## src/rtl/bet_ledger.sv

```systemverilog
// Baccarat bankroll ledger: locks a bet, settles it from the win lights, and latches BROKE at zero.
// Single-cycle registered updates with no backpressure; BET_LEDGER_TIE_BET_EN enables tie bets (side 11).
module bet_ledger (
  input  logic       slow_clock,
  input  logic       reset,
  input  logic [9:0] SW,
  input  logic       bet_open,
  input  logic       round_done,
  input  logic       player_win,
  input  logic       dealer_win,
  output logic [7:0] balance,
  output logic [7:0] bet_amount,
  output logic [1:0] bet_side,
  output logic       bet_locked,
  output logic       payout_valid,
  output logic [7:0] last_payout,
  output logic       broke
);

  typedef enum logic [1:0] {BETTING, LOCKED, SETTLE, BROKE} state_t;

  state_t      state, state_n;
  logic [7:0]  balance_n, bet_amount_n, last_payout_n;
  logic [1:0]  bet_side_n;
  logic [1:0]  side_in;
  logic [7:0]  req_amount, debit;
  logic [11:0] bet12, ret, sum;

  always_comb begin
`ifdef BET_LEDGER_TIE_BET_EN
    side_in = SW[9:8];
`else
    side_in = (SW[9:8] == 2'b11) ? 2'b00 : SW[9:8];
`endif
    if (side_in == 2'b00)
      req_amount = 8'd0;
    else
      req_amount = (SW[7:0] < balance) ? SW[7:0] : balance;
    // A bet left over from the previous round may exceed what is left after settlement.
    debit = (bet_amount > balance) ? balance : bet_amount;
  end

  always_comb begin
    bet12 = {4'd0, bet_amount};
    ret   = 12'd0;
    unique case ({player_win, dealer_win})
      2'b00: ret = bet12;
      2'b10: if (bet_side == 2'b01) ret = bet12 << 1;
      2'b01: if (bet_side == 2'b10) ret = bet12 << 1;
      2'b11: begin
        if (bet_side == 2'b01 || bet_side == 2'b10) ret = bet12;
`ifdef BET_LEDGER_TIE_BET_EN
        else if (bet_side == 2'b11) ret = bet12 * 12'd9;
`endif
      end
    endcase
    sum = {4'd0, balance} + ret;
  end

  always_comb begin
    state_n       = state;
    balance_n     = balance;
    bet_amount_n  = bet_amount;
    bet_side_n    = bet_side;
    last_payout_n = last_payout;
    unique case (state)
      BETTING: begin
        if (bet_open) begin
          bet_side_n   = side_in;
          bet_amount_n = req_amount;
        end else begin
          state_n      = LOCKED;
          bet_amount_n = debit;
          balance_n    = balance - debit;
        end
      end
      LOCKED: begin
        if (round_done) begin
          state_n       = SETTLE;
          balance_n     = (sum > 12'd255) ? 8'd255 : sum[7:0];
          last_payout_n = (ret > 12'd255) ? 8'd255 : ret[7:0];
        end
      end
      SETTLE:  state_n = (balance == 8'd0) ? BROKE : BETTING;
      BROKE:   state_n = BROKE;
    endcase
  end

  always_ff @(posedge slow_clock) begin
    if (reset) begin
      state       <= BETTING;
      balance     <= 8'd100;
      bet_amount  <= 8'd0;
      bet_side    <= 2'b00;
      last_payout <= 8'd0;
    end else begin
      state       <= state_n;
      balance     <= balance_n;
      bet_amount  <= bet_amount_n;
      bet_side    <= bet_side_n;
      last_payout <= last_payout_n;
    end
  end

  assign bet_locked   = (state == LOCKED);
  assign payout_valid = (state == SETTLE);
  assign broke        = (state == BROKE);

endmodule

```

## config.mk

```make
export PLATFORM = sky130hd
export DESIGN_NAME = bet_ledger
export DESIGN_NICKNAME = d
export VERILOG_FILES = /design/src/rtl/bet_ledger.sv
export SDC_FILE = /design/constraint.sdc
export NUM_CORES = 1
export LEC_CHECK = 0
export CORE_MARGIN = 5
export CORE_UTILIZATION = 49
export CTS_CLUSTER_DIAMETER = 40
export CTS_CLUSTER_SIZE = 16
export DETAILED_ROUTE_END_ITERATION = 8
export GPL_TIMING_DRIVEN = 0
export PLACE_DENSITY = 0.79
export SYNTH_ARGS = -nofsm -noshare
export SYNTH_HDL_FRONTEND = slang
export SYNTH_SLANG_ARGS = --single-unit
```

## constraint.sdc

```tcl
create_clock -name slow_clock -period 3.41 [get_ports slow_clock]
set_input_delay 0.682 -clock slow_clock [delete_from_list [all_inputs] [get_ports slow_clock]]
set_output_delay 0.682 -clock slow_clock [all_outputs]
set_load 0.05 [all_outputs]
```

==> impl_metrics.env <==
export IMPL_postLayoutCellArea_sq_um=3840
export IMPL_cp_max_fo=5
export IMPL_die_h_microns=84.2
export IMPL_drt_met1_wl_microns=3740
export IMPL_n_antenna_cell=0
export IMPL_syn_avg_cell_area_sq_um=7.93
export IMPL_pin_count=45
export IMPL_seq_area_frac_synth=0.208
export IMPL_cpLargestDelayFamily="compound AO/OA/AOI/OAI gates"
export IMPL_numCtsBuffers=3
export IMPL_yosys_area_top_type="dfxtp_1"
export IMPL_clockBufferDepth=2
export IMPL_grt_first_pass_wirelength_microns=14400
export IMPL_timing_final_ws_setup_ns=-0.110
export IMPL_fmax_mhz=284
export IMPL_cp_arrival_ns=3.68
export IMPL_total_power_mw=2.01
export IMPL_vias=3107
export IMPL_post_place_ws_ns=-0.567
export IMPL_finalSetupTns_ns=-0.182
export IMPL_place_hpwl_microns=6340
export IMPL_placed_area_sq_um=3350
export IMPL_synth_area_leaders="dfxtp_1, ha_1, nand2_1"
export IMPL_cp_cell_sequence="inv_1 > ha_4 > nand4_1 > and2b_2 > o21ai_4 > nand2_2 > buf_8 > mux2i_4 > ha_1 > nor2b_4 > o21ai_4 > nand2_2 > a311o_1 > a311oi_4 > mux2i_1 > o221ai_1"
export IMPL_portBuffers=43
export IMPL_syn_nets=390
export IMPL_gp_congestion=0.959
export IMPL_setup_viol=3
export IMPL_finalHoldViolCount=0
export IMPL_grt_max_degree=16
export IMPL_crit_type="register to register"
export IMPL_clockRootBuffer="clkbuf_8"
export IMPL_tightest_slew_ns=0.634
export IMPL_drt_iter0_markers=234
export IMPL_leakage_nw=1.45
export IMPL_grt_usage=0.246
export IMPL_powerDensity_nw_per_um2=523
export IMPL_nets=465
export IMPL_grt_antenna_before_repair=0
export IMPL_yosysWarnings=0
export IMPL_violations="setup timing"
export IMPL_cp_slowest_stage_delay_ns=0.36
export IMPL_wire_per_inst_microns=18.9
export IMPL_hold_buffers=0
export IMPL_gr_total_overflow=0
export IMPL_drive_gt1_frac=0.271
export IMPL_synthArstFlopShare=0
export IMPL_grt_pass1_vias=2997
export IMPL_cts_tree="yes"
export IMPL_h_tree_depth=1
export IMPL_die_w_microns=84.2
export IMPL_cp_required_ns=3.57
export IMPL_dr_pass1_iters=5
export IMPL_ir_drop_mv=0.277
export IMPL_drv_cap=0
export IMPL_status="finished, violations left"
export IMPL_route_detailed_drc=0
export IMPL_cp_end_kind="register"
export IMPL_syn_area_sq_um=2700
export IMPL_synth_edf_count=0
export IMPL_clock_skew_ns=0.00683
export IMPL_via_per_inst=6.39
export IMPL_path_clk_slew_ns=0.11
export IMPL_hp_class="register to register"
export IMPL_cts_sink_count=28
export IMPL_yosysUniqueCellTypes=62
export IMPL_min_period_ns=3.52
export IMPL_synth_seq_cells=28
export IMPL_area_growth_pct=42.2
export IMPL_postRouteAntennaNets=0
export IMPL_synthCells=340
export IMPL_synth_flop_cell="dfxtp_1"
export IMPL_wirelength_microns=9190
export IMPL_fin_hold_ws_ns=0.490
export IMPL_cp_num_buf_inv=2
export IMPL_clk_latency_ns=0.28
export IMPL_slowest_stage="dfxtp_4"
export IMPL_initial_core_util=0.496
export IMPL_highest_layer="met4"
export IMPL_rows=27
export IMPL_start_kind="register"
export IMPL_die_area_sq_um=7090
export IMPL_finalMaxSlewViolations=0
export IMPL_rsz0062_at_grt="yes"
export IMPL_wl_met2_microns=4440
export IMPL_coreArea_sq_um=5440
export IMPL_finalCritPeriodShare=1.03
export IMPL_synth_top_area_share=0.208
export IMPL_wl_met3_microns=701
export IMPL_relSlewSlack=0.577
==> final cells by class <==
cell class	count	area, sq um
Timing Repair Buffer	72	657
Buffer	13	65.1
Sequential cell	28	604
Tap cell	72	90.1
Inverter	20	90.1
Multi-Input combinational cell	277	2280
Fill cell	424	1600
Clock buffer	4	45.0
==> cells in the final DEF (no fill, tap or decap), types with 10 or more instances in the layout <==
cell / Yosys / routed
o21ai_0: 12 / 10
inv_1: 20 / 13
nor2_1: 23 / 23
nand3_1: 22 / 22
nand2_1: 30 / 25
ha_1: 32 / 22
a21oi_1: 22 / 19
a31oi_1: 11 / 10
buf_4: 1 / 28
clkdlybuf4s50_1: 0 / 41
dfxtp_1: 28 / 11
==> tightest hold or removal path, stage by stage, from the launching register on <==
cell and delay, ns:
dfxtp_2 0.35, nand2_1 0.05, a21oi_1 0.06
==> per-stage QoR <==
stage          std cells   util
2_1_floorplan        340      -
3_3_place_gp         455  0.617
3_5_place_dp         455  0.617
4_1_cts              472  0.651
5_1_grt              486  0.705
6_report             486  0.705
==> logic make-up after synthesis <==
| group | count (synthesis) | synth area share |
|---|---|---|
| multiplexers | 8 | 0.0297 |
| AO/OA/AOI/OAI | 115 | 0.312 |
| adder cells (fa/ha/maj) | 34 | 0.163 |
| buffers and inverters | 35 | 0.0515 |
| AND/OR/NAND/NOR | 112 | 0.210 |
| flip-flops | 28 | 0.208 |
| XOR/XNOR | 8 | 0.0260 |
==> synthesized netlist by cell type (2+ instances only) <==
| library cell | n |
|---|---|
| a211oi_1 | 6 |
| a21boi_0 | 2 |
| a21o_1 | 4 |
| a21oi_1 | 22 |
| a22o_1 | 7 |
| a22oi_1 | 2 |
| a311o_1 | 2 |
| a311oi_2 | 2 |
| a31oi_1 | 11 |
| a32oi_1 | 3 |
| and2_1 | 5 |
| buf_2 | 3 |
| clkbuf_1 | 10 |
| dfxtp_1 | 28 |
| fa_1 | 2 |
| ha_1 | 32 |
| inv_1 | 20 |
| mux2i_1 | 8 |
| nand2_1 | 30 |
| nand2b_1 | 2 |
| nand3_1 | 22 |
| nand3b_1 | 3 |
| nand4_1 | 4 |
| nor2_1 | 23 |
| nor2b_1 | 3 |
| nor3_1 | 5 |
| nor4_1 | 2 |
| o211ai_1 | 2 |
| o21a_1 | 5 |
| o21ai_0 | 12 |
| o21ai_1 | 3 |
| o221ai_1 | 3 |
| o22ai_1 | 9 |
| o31a_1 | 4 |
| o31ai_1 | 3 |
| or2_1 | 3 |
| or2_2 | 2 |
| xnor2_1 | 5 |
| xor2_1 | 3 |
==> report_power, final <==
part	internal, mW	switching [mW]	total, mW
clock network	0.0841	0.116	0.200
registers	0.381	0.0639	0.445
logic	0.589	0.774	1.36
==> metal layers <==
| layer | GRT usage | vias to the layer above |
|---|---|---|
| met4 | 0.0921 | 0 |
| li1 | - | 1444 |
| met1 | 0.314 | 1439 |
| met3 | 0.0334 | 47 |
| met5 | 0 | - |
| met2 | 0.422 | 177 |
==> path summary, 6_finish.rpt <==
kind,startpoint,endpoint,slack [ns],cells past startpoint
setup / recovery,balance[7]$_SDFFE_PP0P_,balance[5]$_SDFFE_PP1P_,-0.11,16
setup reg to reg,balance[7]$_SDFFE_PP0P_,balance[5]$_SDFFE_PP1P_,-0.11,16
hold reg to reg,bet_side[0]$_SDFFE_PP0P_,bet_side[0]$_SDFFE_PP0P_,0.49,2
hold / removal,bet_side[0]$_SDFFE_PP0P_,bet_side[0]$_SDFFE_PP0P_,0.49,2
==> state kept, by name (all words and copies together), names as in the netlist <==
signal,count
balance,8
bet_amount,8
last_payout,8
bet_side,2
state,2
==> timing repair <==
action | CTS | global route
buffers inserted | 15 | 14
resized for setup | 15 | 39
pin swaps | 8 | 19
setup endpoints to repair | 8 | 8
Note: power is estimated with default switching activity, not from simulation.
